--- config.mk ---
export PLATFORM = sky130hd
export DESIGN_NAME = fifo_wr_arbiter
export DESIGN_NICKNAME = d
export VERILOG_FILES = /design/src/rtl/fifo_wr_arbiter_pkg.sv /design/src/rtl/fifo_wr_arbiter_rr_pick4.sv /design/src/rtl/fifo_wr_arbiter.sv
export SDC_FILE = /design/constraint.sdc
export NUM_CORES = 1
export LEC_CHECK = 0
export CAP_MARGIN = 20
export CORE_ASPECT_RATIO = 0.7
export CORE_UTILIZATION = 40
export CTS_BUF_LIST = sky130_fd_sc_hd__clkbuf_4
export DETAILED_ROUTE_END_ITERATION = 10
export GPL_TIMING_DRIVEN = 0
export HOLD_SLACK_MARGIN = 0.15
export PLACE_DENSITY = 0.8
export SKIP_LAST_GASP = 1
export SYNTH_ARGS = -nofsm -noshare
export SYNTH_HDL_FRONTEND = slang
export SYNTH_SLANG_ARGS = --single-unit
--- constraint.sdc ---
create_clock -name clk -period 1.9 [get_ports clk]
set_input_delay 0.38 -clock clk [delete_from_list [all_inputs] [get_ports clk]]
set_output_delay 0.38 -clock clk [all_outputs]
set_load 0.005 [all_outputs]
--- src/rtl/fifo_wr_arbiter_pkg.sv ---
// Shared constants and state encoding for the FIFO write arbiter.
//   N_REQ       : number of producers competing for the FIFO
//   DATA_W      : width of one producer byte / FIFO entry
//   FIFO_USABLE : occupancy at which no further writes are issued
package fifo_wr_arbiter_pkg;

    localparam int N_REQ       = 4;
    localparam int DATA_W      = 8;
    localparam int FIFO_USABLE = 7;

    typedef enum logic {
        ARB   = 1'b0,
        WRITE = 1'b1
    } state_t;

endpackage

--- src/rtl/fifo_wr_arbiter_rr_pick4.sv ---
// Combinational round-robin pick over four requesters.
//   req   : request vector
//   last  : index of the previous winner; search starts at last+1
//   valid : at least one requester is active
//   idx   : winning requester index
module rr_pick4
    import fifo_wr_arbiter_pkg::*;
(
    input  logic [N_REQ-1:0] req,
    input  logic [1:0]       last,
    output logic             valid,
    output logic [1:0]       idx
);

    logic       found;
    logic [1:0] cand;

    // Offsets 1..4 wrap modulo 4, so the previous winner is checked last.
    always_comb begin
        found = 1'b0;
        idx   = 2'd0;
        cand  = 2'd0;
        for (int k = 1; k <= N_REQ; k++) begin
            cand = last + k[1:0];
            if (!found && req[cand]) begin
                idx   = cand;
                found = 1'b1;
            end
        end
        valid = found;
    end

endmodule

--- src/rtl/fifo_wr_arbiter.sv ---
// Round-robin write arbiter in front of a shared 8-entry FIFO.
// Four producers hold req with their byte until acked; one byte is
// written every two cycles at most (ARB cycle, then WRITE cycle).
// Occupancy is tracked locally and writes stop at 7 entries.
//   clk, clrn  : clock, async active-low reset
//   req        : per-producer request
//   req_data   : producer bytes, producer i on [8i+7:8i]
//   ack        : one-hot pulse, byte of that producer accepted
//   fifo_write : write strobe to the FIFO
//   fifo_data  : byte written to the FIFO
//   fifo_read  : consumer read strobe seen by the FIFO
//   fifo_ready : FIFO not-empty flag
//   count      : tracked occupancy 0..7
//   full       : count == 7
//   grant_id   : last granted producer
module fifo_wr_arbiter
    import fifo_wr_arbiter_pkg::*;
(
    input  logic                      clk,
    input  logic                      clrn,
    input  logic [N_REQ-1:0]          req,
    input  logic [N_REQ*DATA_W-1:0]   req_data,
    output logic [N_REQ-1:0]          ack,
    output logic                      fifo_write,
    output logic [DATA_W-1:0]         fifo_data,
    input  logic                      fifo_read,
    input  logic                      fifo_ready,
    output logic [2:0]                count,
    output logic                      full,
    output logic [1:0]                grant_id
);

    state_t              state, state_nx;
    logic                win_valid;
    logic [1:0]          win_idx;
    logic [DATA_W-1:0]   win_byte;
    logic                go;
    logic                rd;

    rr_pick4 u_pick (
        .req   (req),
        .last  (grant_id),
        .valid (win_valid),
        .idx   (win_idx)
    );

    always_comb begin
        win_byte = '0;
        for (int i = 0; i < N_REQ; i++) begin
            if (win_idx == 2'(i)) win_byte = req_data[i*DATA_W +: DATA_W];
        end
    end

    // A grant is only possible from ARB, so WRITE never re-arbitrates.
    assign go = (state == ARB) && win_valid && (count < 3'(FIFO_USABLE));
    assign rd = fifo_read & fifo_ready;

    always_comb begin
        state_nx = state;
        case (state)
            ARB:     if (go) state_nx = WRITE;
            WRITE:   state_nx = ARB;
            default: state_nx = ARB;
        endcase
    end

    always_ff @(posedge clk or negedge clrn) begin
        if (!clrn) state <= ARB;
        else       state <= state_nx;
    end

    // Outputs are registered on the ARB->WRITE edge and dropped on the
    // following edge, giving the single-cycle write/ack pulse.
    always_ff @(posedge clk or negedge clrn) begin
        if (!clrn) begin
            fifo_write <= 1'b0;
            fifo_data  <= '0;
            ack        <= '0;
            grant_id   <= 2'd3;
        end else begin
            fifo_write <= go;
            ack        <= go ? (N_REQ'(1) << win_idx) : '0;
            if (go) begin
                grant_id  <= win_idx;
                fifo_data <= win_byte;
            end
        end
    end

    always_ff @(posedge clk or negedge clrn) begin
        if (!clrn) begin
            count <= 3'd0;
        end else begin
            case ({fifo_write, rd})
                2'b10:   if (count != 3'd7) count <= count + 3'd1;
                2'b01:   if (count != 3'd0) count <= count - 3'd1;
                default: count <= count;
            endcase
        end
    end

    assign full = (count == 3'(FIFO_USABLE));

endmodule

# Word level (Yosys, flattened, before mapping)
# Cells that the tools add are included.
# Widths: inputs -> output; s select.
totals:
  output_inout_bits: 19
  inputBits: 40
  register_bits: 19
op_classes:
  addsub: 5
  magnitude_cmp: 5
  n_bitwise: 2
  eq_ne: 9
  n_mux: 26
  n_reduce_logical: 12
  shifts: 1
op_table:
  columns: ["op", "count"]
  rows:
  - ["$mux 8", 4]
  - ["$lt 2x3->1 const B", 4]
  - ["$mux 1", 9]
  - ["$bmux 1 s2", 4]
  - ["$mux 2", 4]
  - ["$eq 2x2->1 const B", 3]
  - ["$mux 3", 2]
  - ["$pmux 3 s2", 1]
  - ["$logic_and 1x1->1", 5]
  - ["$add 2x2->2 const B", 2]
  - ["$eq 2x1->1 const B", 2]
  - ["$mux 4", 1]
  - ["$ne 2x2->1 const B", 2]
  - ["$shl 1x2->4 const A", 1]
  - ["$add 3x1->3 const B", 1]
  - ["$eq 3x3->1 const B", 1]
  - ["$logic_not 1->1", 3]
  - ["$lt 3x3->1 const B", 1]
  - ["$ne 3x3->1 const B", 1]
  - ["$reduce_and 3->1", 1]
  - ["$reduce_bool 3->1", 1]
  - ["$sub 3x1->3 const B", 1]
  - ["$add 2x1->2 const B", 1]
  - ["$logic_not 2->1", 1]
  - ["other kinds (4)", 4]

# Logic depth before layout (Yosys ltp)
logic_depth:
  word_depth: 18
  depth_mapped: 8

# Cells and area by module
# Synthesis repeated with hierarchy kept, for this count alone.
hier_totals:
  hier_cells: 81
  area_unflattened_um2: 1116.1
modules_own_cells:
  columns: ["mod", "n_inst", "seq_area_each_um2", "cells_per_inst", "area_each_um2"]
  rows:
  - ["fifo_wr_arbiter", 1, 478.0, 67, 1024.7]
  - ["rr_pick4", 1, 0.0, 14, 91.3]

# Least setup slack after synthesis
# Ideal clock, no wire load.
synth_timing:
  kind: "flip-flop to flip-flop"
  start: "reg grant_id[1]"
  end: "reg fifo_data[3]"
  stages_incl_launch_ff: 8
  t_arrival_ns: 1.539
  required_ns: 1.771
  path_slack_ns: 0.233
  synth_period_minus_slack_ns: 1.667
  path_cell_list: "dfstp_2 -> buf_2 -> nor2_1 -> and2_1 -> clkbuf_1 -> o31a_1 -> o211ai_1 -> nand3_1"
synth_via:
  elab_chain_len: 18
  elab_cells_between_ends: 35
synth_rtl:
  columns: ["element", "line", "source"]
  rows:
  - ["start, declared", "fifo_wr_arbiter.sv:30", "output logic [1:0] grant_id"]
  - ["start signal, assigned", "fifo_wr_arbiter.sv:84", "grant_id <= win_idx;"]
  - ["$add 2x1->2", "fifo_wr_arbiter_rr_pick4.sv:24", "cand = last + k[1:0];"]
  - ["$bmux 1 s2", "fifo_wr_arbiter_rr_pick4.sv:25", "if (!found && req[cand]) begin"]
  - ["$mux 1 (implied by the code)", "fifo_wr_arbiter_rr_pick4.sv:25", null]
  - ["$mux 1", "fifo_wr_arbiter_rr_pick4.sv:25", null]
  - ["$logic_not 1->1", "fifo_wr_arbiter_rr_pick4.sv:25", null]
  - ["$logic_and 1x1->1", "fifo_wr_arbiter_rr_pick4.sv:25", null]
  - ["$mux 1", "fifo_wr_arbiter_rr_pick4.sv:25", null]
  - ["$logic_not 1->1", "fifo_wr_arbiter_rr_pick4.sv:25", null]
  - ["$logic_and 1x1->1", "fifo_wr_arbiter_rr_pick4.sv:25", null]
  - ["$mux 1", "fifo_wr_arbiter_rr_pick4.sv:25", null]
  - ["$logic_not 1->1", "fifo_wr_arbiter_rr_pick4.sv:25", null]
  - ["$logic_and 1x1->1", "fifo_wr_arbiter_rr_pick4.sv:25", null]
  - ["$mux 2", "fifo_wr_arbiter_rr_pick4.sv:25", null]
  - ["$logic_not 2->1", "fifo_wr_arbiter.sv:50", "if (win_idx == 2'(i)) win_byte = req_data[i*DATA_W +: DATA_W];"]
  - ["$mux 8 (4 in a row)", "fifo_wr_arbiter.sv:50", null]
  - ["end signal, assigned", "fifo_wr_arbiter.sv:85", "fifo_data <= win_byte;"]
  - ["end, declared", "fifo_wr_arbiter.sv:25", "output logic [DATA_W-1:0] fifo_data,"]
# Parallel ways exist; a longest one is shown, timed or not. The select of a mux whose other input is x is not followed.
# A chain may end at the register's enable or synchronous reset.

# Worst setup path in the final report
layout_timing:
  start: "reg count[1]"
  end: "out full"
layout_via:
  elab_chain_len: 1
layout_rtl:
  columns: ["element", "line", "source"]
  rows:
  - ["start, declared", "fifo_wr_arbiter.sv:28", "output logic [2:0] count,"]
  - ["start signal, assigned", "fifo_wr_arbiter.sv:95", "2'b10: if (count != 3'd7) count <= count + 3'd1;"]
  - ["start signal, assigned", "fifo_wr_arbiter.sv:96", "2'b01: if (count != 3'd0) count <= count - 3'd1;"]
  - ["start signal, assigned", "fifo_wr_arbiter.sv:97", "default: count <= count;"]
  - ["$eq 3x3->1", "fifo_wr_arbiter.sv:102", "assign full = (count == 3'(FIFO_USABLE));"]
  - ["end, declared", "fifo_wr_arbiter.sv:29", "output logic full,"]
# No other way between the ends.

==> flow_summary.json <==
{
  "outcome": "completed",
  "timing.slew.headroom_pct": 41.1,
  "synth_adder_area_share_pct": 3.58,
  "fmax_ghz": 0.536,
  "drive_gt1_share_pct": 16.1,
  "pre_cts_ws_ns": -0.320,
  "avgSynthCellArea_um2": 9.39,
  "viasPerCell": 5.63,
  "drt_iter0_markers": 76,
  "tritoncts": "done",
  "synth_top_area_cell": "dfrtp_1",
  "yosysMostFrequentCell": "dfrtp_1",
  "crit_required_ns": 1.52,
  "combinationalPowerShare_pct": 64.1,
  "grt_pass1_vias": 1354,
  "core_um2": 2880,
  "gr-total-overflow": 0,
  "dieHeight_um": 48.9,
  "end_kind": "output port",
  "synth_edf_count": 0,
  "initial_core_util_pct": 43.7,
  "timing.final.crit_share_pct": 98.1,
  "die_x_um": 69.0,
  "peakVddDrop_mv": 0.619,
  "yosysSeqAreaShare_pct": 38.0,
  "clock_sinks": 19,
  "dieArea_um2": 3380,
  "placed_area_um2": 1860,
  "dp_hpwl_um": 2810,
  "crit_type": "flop to output port",
  "crit_family": "buffers and inverters",
  "fin_util_pct": 66.3,
  "cp-start-kind": "flop",
  "finalSetupViolations": 0,
  "wl_um": 3710,
  "dr_total_vias": 1289,
  "synth_area_leaders": "dfrtp_1 34%, dfstp_2 4.2%, a21bo_2 4.0%, a21oi_1 3.6%, nand2_1 3.3%",
  "yosysUniqueCellTypes": 44,
  "synthSimpleGateAreaFrac_pct": 19.9,
  "ios": 59,
  "drc_errors": 0,
  "sw_frac_of_total_pct": 40.2,
  "ys_async_sr_fraction_pct": 100,
  "regToRegSetupSlack_ns": 0.11,
  "tightest_slew_ns": 0.881,
  "postCtsSetupBuffers": 0,
  "area_delta_synth_final_pct": 51.9,
  "setup_tns_ns": 0,
  "synth_top_flop_cell": "dfrtp_1",
  "clock_skew_ns": 0.00551,
  "synth_top_family_by_area": "compound AO/OA/AOI/OAI gates",
  "crit_fanout": 5,
  "routabilityCongestion": 0.810,
  "grt_max_degree": 20,
  "clock_path_buffers": 2,
  "wl_per_cell_um": 16.2,
  "hold_violations": 0,
  "synth_xor_area_share_pct": 2.78,
  "nets": 237,
  "cts-root-buf": "clkbuf_4",
  "synth_top_area_share_pct": 33.8,
  "crit_slowest_cell": "clkdlybuf4s50_1",
  "drt-pass1-iter-count": 4,
  "yosys_warnings": 0,
  "diodes": 0,
  "clk_latency_ns": 0.31,
  "cts_made_buffers": 3,
  "hold_path_class": "flop to flop",
  "clkPwrFrac_pct": 8.2,
  "ys_ff_latch": 19,
  "io_buffers": 56,
  "timing.final.max_slew_violations": 0,
  "maxCapViolations": 0,
  "h-tree-depth": 1,
  "power_density_nw_per_um2": 1380,
  "p_leak_nw": 0.796,
  "synth_top_cells_by_count": "17 x dfrtp_1, 11 x nand2_1, 9 x a21oi_1",
  "synth_compound_area_share_pct": 27.2,
  "slowest_delay_ns": 0.49,
  "switchingPower_mw": 1.06,
  "cts_hold_buf": 0,
  "synthMuxAreaShare_pct": 0.795,
  "seqPwrFrac_pct": 27.7,
  "antenna_found_initial": 0,
  "synthesis.nets": 177,
  "crit_chain": "and3_4, clkdlybuf4s50_1",
  "ctsResizeCount": 1,
  "rows": 16,
  "grt.total_usage_pct": 23.4,
  "fin_area_um2": 1910,
  "p_int_mw": 1.58,
  "rsz0062_at_grt": "yes",
  "fin_crit_ns": 1.86,
  "syn-instance-count": 134,
  "fin_hold_ws_ns": 0.493,
  "setup_ws_ns": 0.0357,
  "grt_pass1_wl_um": 6220,
  "ant_nets": 0,
  "fillers": 240,
  "clk_pin_slew_worst_paths_ns": 0.11,
  "cp.arrival_ns": 1.48,
  "critPathBufInv": 1,
  "syn_area_um2": 1260
}
-- cell type report --
cell class	count	area, um^2	share of cell area [%]
Clock buffer	3	22.5	1.18
Timing Repair Buffer	56	561	29.3
Sequential cell	19	478	25.0
Clock inverter	1	5.00	0.262
Tap cell	36	45.0	2.36
Buffer	8	66.3	3.47
Multi-Input combinational cell	98	702	36.7
Inverter	8	32.5	1.70
-- logic make-up (layout without fill, tap and decap cells) --
group / count (synthesis) / in the layout
xor+xnor: 4 / 4
fa+ha+maj: 3 / 3
buf+inv: 17 / 76
flops: 19 / 19
compound gates: 44 / 44
mux: 1 / 1
simple gates: 46 / 46
-- layer usage --
metal  vias to the layer above  track usage [%]  wire length [um]
li1                        614                -                 -
met5                         -                0                 0
met3                         6             7.23               347
met2                        65             40.8              1760
met1                       604             27.6              1550
met4                         0             7.48                46
-- worst paths after layout --
| path | from | to | depth (start not counted) |
|---|---|---|---|
| worst max-delay path | count[1] | full | 2 |
| worst min-delay path | fifo_data[3] | fifo_data[3] | 2 |
| worst max register to register | grant_id[0] | fifo_data[7] | 6 |
| worst min register to register | fifo_data[3] | fifo_data[3] | 2 |
| max in group asynchronous | clrn | fifo_data[7] | 1 |
| min in group asynchronous | clrn | fifo_data[2] | 1 |
-- tightest hold or removal path, delay by kind of cell (launching register included) --
kind / cells / cell delay, ns
flops: 1 / 0.36
simple gates: 2 / 0.11
-- state kept, by name (all words and copies together) (netlist names) --
name and cells:
fifo_write 1, count 3, ack 4, fifo_data 8
state 1, grant_id 2
-- power groups by stage --
stage / sequential (mW) / combinational [mW] / clock [mW]
after global placement: 0.729 / 1.59 / 0
after detailed placement: 0.739 / 1.65 / 0
after CTS: 0.734 / 1.66 / 0.223
final: 0.733 / 1.70 / 0.218
after floorplan: 0.741 / 0.952 / 0
after global routing: 0.762 / 1.85 / 0.240
-- through the flow --
stage,power (mW),cells
global placement,2.31,226
floorplan,1.69,134
finish,2.65,229
global route,2.85,229
CTS,2.62,230
detailed placement,2.39,226
-- cell usage in the layout, fill, tap and decap left out, types with 2 or more instances in the layout --
master / instances
o21ai_0: 3
nand2_1: 9
dfstp_2: 2
clkbuf_4: 4
and4_1: 3
o31a_1: 3
a21oi_1: 9
a32oi_1: 3
ha_1: 2
nand4_1: 5
buf_4: 2
a221oi_1: 4
clkdlybuf4s50_1: 56
and3_1: 2
a21bo_2: 5
o31ai_1: 5
nor4_1: 2
nand3_1: 4
nor3_1: 2
buf_6: 3
nor2b_1: 3
buf_2: 2
nor2_1: 7
dfrtp_1: 17
xnor2_1: 3
inv_1: 7
o211ai_1: 3
o21a_1: 2
nand2_2: 2
Power figures use the tool's default switching activity.
